## src/rtl/cpu_mem_bridge.sv

```systemverilog
// CPU word-access bridge to the boot ROM and the VGA video RAM port.
// Each access ends in a single-cycle o_ack; VRAM waits are bounded.
module cpu_mem_bridge #(
    parameter logic [3:0]  ROM_BASE  = 4'hB,
    parameter int          ROM_AW    = 10,
    parameter logic [3:0]  VRAM_BASE = 4'hA,
    parameter int          VRAM_AW   = 12,
    parameter int          TIMEOUT   = 15,
    parameter logic [31:0] ERR_DATA  = 32'hDEAD_BEEF
) (
    input  logic               clk,
    input  logic               reset,
    input  logic               i_req,
    input  logic               i_we,
    input  logic [31:0]        i_addr,
    input  logic [31:0]        i_wdata,
    output logic [31:0]        o_rdata,
    output logic               o_ack,
    output logic               o_err,
    output logic               o_busy,
    output logic [ROM_AW-1:0]  rom_addr,
    input  logic [31:0]        rom_rdata,
    output logic               vram_req,
    output logic               vram_we,
    output logic [VRAM_AW-1:0] vram_addr,
    output logic [31:0]        vram_wdata,
    input  logic [31:0]        vram_rdata,
    input  logic               vram_ack
);

    localparam int CW = $clog2(TIMEOUT + 1);
    localparam logic [CW-1:0] CNT_LAST = CW'(TIMEOUT - 1);

    typedef enum logic [2:0] {
        S_IDLE,
        S_ROM_WAIT,
        S_ROM_DATA,
        S_VRAM_WAIT,
        S_DONE
    } state_t;

    typedef enum logic [1:0] {
        DEC_ERR,
        DEC_ROM,
        DEC_VRAM
    } dec_t;

    state_t        r_state;
    logic [CW-1:0] r_cnt;

    dec_t          w_dec;
    logic [3:0]    w_region;
    logic          w_rom_hi_ok;
    logic          w_vram_hi_ok;

    assign w_region     = i_addr[31:28];
    assign w_rom_hi_ok  = (i_addr[27:ROM_AW+2] == '0);
    assign w_vram_hi_ok = (i_addr[27:VRAM_AW+2] == '0);
    assign o_busy       = (r_state != S_IDLE);

    // Classify the presented request; earlier checks take priority.
    always_comb begin
        w_dec = DEC_ERR;
        if (i_addr[1:0] != 2'b00) begin
            w_dec = DEC_ERR;
        end else if (w_region == ROM_BASE) begin
            if (!i_we && w_rom_hi_ok) begin
                w_dec = DEC_ROM;
            end
        end else if (w_region == VRAM_BASE) begin
            if (w_vram_hi_ok) begin
                w_dec = DEC_VRAM;
            end
        end
    end

    // Access sequencer; all outputs except o_busy are registered here.
    always_ff @(posedge clk) begin
        if (!reset) begin
            r_state    <= S_IDLE;
            r_cnt      <= '0;
            o_rdata    <= '0;
            o_ack      <= 1'b0;
            o_err      <= 1'b0;
            rom_addr   <= '0;
            vram_req   <= 1'b0;
            vram_we    <= 1'b0;
            vram_addr  <= '0;
            vram_wdata <= '0;
        end else begin
            case (r_state)
                S_IDLE: begin
                    if (i_req) begin
                        case (w_dec)
                            DEC_ROM: begin
                                rom_addr <= i_addr[ROM_AW+1:2];
                                r_state  <= S_ROM_WAIT;
                            end
                            DEC_VRAM: begin
                                vram_req   <= 1'b1;
                                vram_we    <= i_we;
                                vram_addr  <= i_addr[VRAM_AW+1:2];
                                vram_wdata <= i_wdata;
                                r_cnt      <= '0;
                                r_state    <= S_VRAM_WAIT;
                            end
                            default: begin
                                o_ack   <= 1'b1;
                                o_err   <= 1'b1;
                                o_rdata <= ERR_DATA;
                                r_state <= S_DONE;
                            end
                        endcase
                    end
                end
                S_ROM_WAIT: begin
                    r_state <= S_ROM_DATA;
                end
                S_ROM_DATA: begin
                    o_rdata <= rom_rdata;
                    o_ack   <= 1'b1;
                    r_state <= S_DONE;
                end
                S_VRAM_WAIT: begin
                    if (vram_ack) begin
                        vram_req <= 1'b0;
                        o_ack    <= 1'b1;
                        if (!vram_we) begin
                            o_rdata <= vram_rdata;
                        end
                        r_state <= S_DONE;
                    end else if (r_cnt == CNT_LAST) begin
                        vram_req <= 1'b0;
                        o_ack    <= 1'b1;
                        o_err    <= 1'b1;
                        o_rdata  <= ERR_DATA;
                        r_state  <= S_DONE;
                    end else begin
                        r_cnt <= r_cnt + 1'b1;
                    end
                end
                S_DONE: begin
                    o_ack   <= 1'b0;
                    o_err   <= 1'b0;
                    r_state <= S_IDLE;
                end
                default: begin
                    r_state <= S_IDLE;
                end
            endcase
        end
    end

endmodule

```

## config.mk

```make
export PLATFORM = sky130hd
export DESIGN_NAME = cpu_mem_bridge
export DESIGN_NICKNAME = d
export VERILOG_FILES = /design/src/rtl/cpu_mem_bridge.sv
export SDC_FILE = /design/constraint.sdc
export NUM_CORES = 1
export LEC_CHECK = 0
export BUFFER_PORTS_ARGS = -buffer_cell sky130_fd_sc_hd__buf_2
export CAP_MARGIN = 30
export CORE_MARGIN = 2
export CORE_UTILIZATION = 30
export DETAILED_ROUTE_END_ITERATION = 8
export PLACE_DENSITY = 0.64
export SLEW_MARGIN = 20
export SYNTH_ARGS = -nofsm -noshare
export SYNTH_HDL_FRONTEND = slang
export SYNTH_SLANG_ARGS = --single-unit
export TNS_END_PERCENT = 10
```

## constraint.sdc

```tcl
create_clock -name clk -period 4.2 [get_ports clk]
set_input_delay 0.63 -clock clk [delete_from_list [all_inputs] [get_ports clk]]
set_output_delay 0.63 -clock clk [all_outputs]
set_load 0.005 [all_outputs]
```

==> results_dict.tcl, run 1 <==
set metrics [dict create \
    status "completed" \
    dp_cells 845 \
    crit_path_start "i_addr[24]" \
    cts_tree "built" \
    clock_sinks 97 \
    r2r_cells 3 \
    htreeDepth 3 \
    synthMuxAreaShare 0.0582 \
    drive_above_1_share 0.390 \
    min_from "o_rdata[29]" \
    dieArea_um2 15300 \
    drtPass1Iterations 5 \
    final_max_slew_viol_count 0 \
    grt_max_degree 60 \
    maxCapViolCount 0 \
    synth-simple-area-share 0.171 \
    wl_per_cell_um 15.4 \
    setup_violations 0 \
    die_h_um 124 \
    synth.cell_area_um2 4300 \
    post-route-period-util 0.666 \
    finalCriticalPeriod_ps 2800 \
    antenna_left 0 \
    critPathRequiredTime_ps 4470 \
    grt_pass1_vias 3898 \
    finalNetCount 814 \
    synth_top_family_by_area "compound AO/OA/AOI/OAI gates" \
    drt-initial-drc-count 178 \
    clock_latency_ps 340 \
    cp_max_fo 25 \
    worst_slew_margin_rel 0.433 \
    syn_area_per_cell_um2 8.94 \
    worst-path-buf-inv 2 \
    ios 224 \
    grt_use_total 0.169 \
    r2r_slack_ps 2230 \
    antennaDiodeCount 0 \
    grt_pass1_wl_mm 20.3 \
    post_cts_buffers 0 \
    yosysTopAreaCellShare 0.452 \
    nFillCells 1442 \
    cts_hold_buffers 0 \
    gp_congestion 0.792 \
    holdPathStages 2 \
    cts.clk_slew.worst_paths_ps 60 \
    ys_async_sr_fraction 0 \
    crit_family "simple AND/OR/NAND/NOR gates" \
    port_buffers 223 \
    clock.fmax_ghz 0.357 \
    design.core.area_um2 13900 \
    via_count 4343 \
    clock_skew_ps 6.58 \
    p_leak_nw 2.56 \
    clockBufferDepth 2 \
    dp_hpwl_mm 9.32 \
    std_cell_rows 43 \
    avgViaCountPerCell 5.05 \
    cts_buffers 9 \
    synthesis.nets 619 \
    drc 0 \
    rsz0062_at_grt "no" \
    synth_fa_ha_area_frac 0.0146 \
    synth_cells 481 \
    ir_worst_vdd_v 0.000241 \
    initial_core_util 0.309 \
    gr-total-overflow 0 \
    reg2reg_from "r_state[1]" \
    ys_warn_count 0 \
    synth.area.top_cells "dfxtp_1 45%, a21oi_1 6.8%, nand3_1 6.8%, o21ai_0 6.4%, mux2i_1 5.8%" \
    hold_viol 0 \
    final_cells 860 \
    end_kind "flip-flop" \
    ys_seq_elements 97 \
    synth_cell_types 55 \
    path_cells "buf_2 -> nor4b_1 -> nand4_1 -> or3_1 -> ha_1 -> and4bb_2 -> o32ai_4 -> buf_4 -> mux2i_1" \
    post_cts_resized 0 \
    seq_area_frac_synth 0.452 \
    setup-tns-final_ps 0 \
    die_width_um 124 \
    worstHoldEndpoint "o_rdata[29]" \
    start_kind "input pin" \
    tightest_slew_ps 851 \
    area_growth_pct 34.3 \
    hold_path_class "flip-flop to flip-flop" \
    grt_antenna_before_repair 0 \
    crit_path_top_delay_cell "buf_4" \
    hold-worst-slack_ps 456 \
    cpPeakStageDelay_ps 420 \
    p_per_area_nw_per_um2 332 \
    crit_arrival_ps 3070 \
    synth_compound_area_frac 0.250 \
    ys.flop_type "dfxtp_1" \
    clockRootBuffer "clkbuf_16" \
    synth_top_cell_by_area "dfxtp_1" \
    synth_most_common_cell "dfxtp_1" \
    reg2reg_to "o_rdata[18]" \
    synth_edf_count 0 \
    critPathKind "input pin to flip-flop" \
    synth_top_cells_by_count "97 x dfxtp_1, 58 x a21oi_1, 58 x nand3_1" \
    synth_xor_area_frac 0 \
    power_mw 1.92 \
    totalWireLength_mm 13.2 \
]
## registers in the layout, summed over array words and instances (netlist names)
| signal | cells |
|---|---|
| vram_we | 1 |
| o_err | 1 |
| o_rdata | 32 |
| rom_addr | 10 |
| vram_addr | 12 |
| vram_req | 1 |
| r_cnt | 4 |
| vram_wdata | 32 |
| r_state | 3 |
| o_ack | 1 |
## metrics by stage
step                      cell area (um^2)  worst slack (ps)   util
after floorplan                       4300              1490      -
after global placement                5470              1050  0.393
after detailed placement              5500              1010  0.395
after CTS                             5770              1390  0.414
after global routing                  5770              1140  0.414
final                                 5770              1400  0.414
## how the worst max path moves through the flow
stage                           endpoint  cells after the start  slack (ps)
final                        o_rdata[24]                      9        1400
after global routing      vram_wdata[28]                      9        1140
after CTS                    o_rdata[14]                      9        1390
after detailed placement     o_rdata[14]                      9        1010
after global placement       o_rdata[24]                      9        1050
after floorplan              o_rdata[10]                      8        1490
## layer usage
metal | up-vias | track usage | routed length, um
li1 | 2179 | - | -
met1 | 2034 | 0.216 | 5740
met2 | 117 | 0.276 | 6560
met3 | 13 | 0.0476 | 720
met4 | 0 | 0.0490 | 204
met5 | - | 0 | 0
## cell usage in the layout (no fill, tap or decap), types with 2 or more instances in the layout
master,count
a211oi_1,2
a21oi_1,58
a311oi_1,2
a31oi_1,2
a32oi_1,7
and2_1,9
and3_1,2
buf_2,224
buf_4,6
clkbuf_1,2
clkbuf_16,9
clkbuf_8,2
dfxtp_1,97
ha_1,5
inv_1,3
inv_2,2
mux2i_1,25
nand2_1,35
nand2b_1,2
nand3_1,58
nor2_1,2
nor2b_2,2
nor3_1,2
nor4_1,3
nor4b_1,2
o21a_1,8
o21ai_0,55
o221a_2,7
o221ai_1,17
## power by group
| part | leakage [nW] | total [mW] | switching [mW] | internal [mW] |
|---|---|---|---|---|
| clock | 0.136 | 0.770 | 0.338 | 0.431 |
| combinational | 1.63 | 0.190 | 0.0947 | 0.0957 |
| sequential | 0.789 | 0.955 | 0.0126 | 0.943 |
| total | 2.56 | 1.92 | 0.446 | 1.47 |
## area by class of cell
type / instances / area, um^2 / share of cell area
Clock inverter: 2 / 13.8 / 0.00238
Clock buffer: 13 / 260 / 0.0451
Sequential cell: 97 / 1940 / 0.336
Multi-Input combinational cell: 332 / 2130 / 0.368
Tap cell: 180 / 225 / 0.0390
Timing Repair Buffer: 231 / 1190 / 0.205
Inverter: 5 / 18.8 / 0.00325
## tightest hold or removal path, cell delays in order (launching register included)
cell and delay, ps:
dfxtp_1 310, nand2_1 50, mux2i_1 50
## cell families after synthesis
| group | Yosys count |
|---|---|
| fa+ha+maj | 5 |
| mux | 25 |
| flops | 97 |
| compound gates | 169 |
| simple gates | 133 |
| buf+inv | 52 |
Power figures use the tool's default switching activity.
==> run 2, diff against run 1 <==
Clock period 4.2 ns to 2.7 ns, I/O delays scaled along.
==> run 2 against run 1 <==
Against the previous run: final area grew 2.1%; global-route usage shrank 0.13 points; register-to-register slack lost 1500 ps; clock power grew 83%; power grew 67%; first-iteration DRC count grew 10%; combinational power grew 59%; clock skew grew 3.1 ps; via count grew 0.94%; largest cell class unchanged; critical path type unchanged; hold slack lost 150 ps.
==> results_dict.tcl, run 2 (synthesized netlist as in run 1, its figures left out) <==
set metrics [dict create \
    status "completed" \
    grt_max_degree 60 \
    gr-total-overflow 0 \
    dp_hpwl_mm 9.51 \
    drt-initial-drc-count 196 \
    cts_hold_buffers 0 \
    layout_common_cells "223 x buf_2, 97 x dfxtp_1, 58 x nand3_1, 58 x a21oi_1, 55 x o21ai_0" \
    port_buffers 223 \
    grt_pass1_wl_mm 20.3 \
    clockBufferDepth 2 \
    critPathKind "input pin to flip-flop" \
    grt_use_total 0.168 \
    crit_arrival_ps 2670 \
    cp_max_fo 25 \
    drc 0 \
    power_mw 3.20 \
    final_max_slew_viol_count 0 \
    via_count 4384 \
    gp_congestion 0.800 \
    hold_viol 0 \
    hold-worst-slack_ps 304 \
    cts_buffers 9 \
    dp_cells 850 \
    grt_antenna_before_repair 0 \
    htreeDepth 3 \
    dp_slack_ps -75.2 \
    drive_above_1_share 0.397 \
    design.core.area_um2 13900 \
    area_growth_pct 37.1 \
    grt_pass1_vias 3958 \
    antenna_left 0 \
    cts_tree "built" \
    maxCapViolCount 0 \
    initial_core_util 0.309 \
    clockRootBuffer "clkbuf_16" \
    tightest_slew_ps 848 \
    finalCriticalPeriod_ps 2410 \
    r2r_cells 3 \
    end_kind "flip-flop" \
    clock_sinks 97 \
    antennaDiodeCount 0 \
    holdPathStages 3 \
    clock_skew_ps 9.65 \
    clock_latency_ps 350 \
    setup_violations 0 \
    final_common_cell "buf_2" \
    finalNetCount 819 \
    post_cts_resized 0 \
    cts.clk_slew.worst_paths_ps 70 \
    dieArea_um2 15300 \
    final_cells 866 \
    totalWireLength_mm 13.3 \
    r2r_slack_ps 750 \
    p_leak_nw 2.60 \
    die_h_um 124 \
    ir_worst_vdd_v 0.000317 \
    rsz0062_at_grt "no" \
    die_width_um 124 \
    clock.fmax_ghz 0.416 \
    ios 224 \
    start_kind "input pin" \
    critPathRequiredTime_ps 2960 \
    worst_slew_margin_rel 0.435 \
    drtPass1Iterations 4 \
    hold_path_class "input pin to flip-flop" \
    std_cell_rows 43 \
    final.setup.worst_slack_ps 294 \
    avgViaCountPerCell 5.06 \
    post-route-period-util 0.891 \
    post_cts_buffers 0 \
    wl_per_cell_um 15.4 \
    largest_registers "o_rdata (32), vram_wdata (32), vram_addr (12)" \
    p_per_area_nw_per_um2 543 \
]
-- run 2: changes by cell type in the layout (fill, tap and decap cells not counted), sizes merged --
cell	delta
clkinvlp	+2
bufinv	+2
clkbuf	-1
clkinv	-2
buf	+5
-- run 2: metal layers --
metal,vias to the layer above,global-route usage,share of wire
li1,2194,-,-
met1,2027,0.222,0.45
met2,136,0.263,0.47
met3,27,0.0375,0.054
met4,0,0.0682,0.026
met5,-,0,0
-- run 2: path summary, 6_finish.rpt --
check,from,endpoint
setup reg to reg,r_state[1],o_rdata[18]
hold / removal,i_wdata[24],vram_wdata[24]
setup / recovery,i_addr[20],o_rdata[6]
hold reg to reg,o_rdata[3],o_rdata[3]
-- run 2: metrics by stage --
step                cell area, um^2  TNS [ps]   util
finish                         5900         0  0.423
global route                   5900         0  0.423
CTS                            5900         0  0.423
detailed placement             5560      -864  0.399
global placement               5560         0  0.399
floorplan                      4300         0      -
-- run 2: layout make-up --
type                            instances  area (um^2)
Timing Repair Buffer                  236         1250
Sequential cell                        97         1940
Multi-Input combinational cell        332         2130
Inverter                                5         18.8
Fill cell                            1395         8040
Tap cell                              180          225
Clock inverter                          4         75.1
Clock buffer                           12          256
-- run 2: power breakdown --
group,total [mW],switching (mW),leakage (nW),internal (mW)
registers,1.49,0.0205,0.789,1.47
logic,0.303,0.150,1.66,0.153
clock network,1.41,0.550,0.155,0.863
-- run 2: critical path: stages --
cell and delay, ps:
buf_2 110, nor4_1 360, nand4_1 170, or3_1 390, ha_1 330, and4bb_2 280
o32ai_4 150, buf_12 250, mux2i_1 220
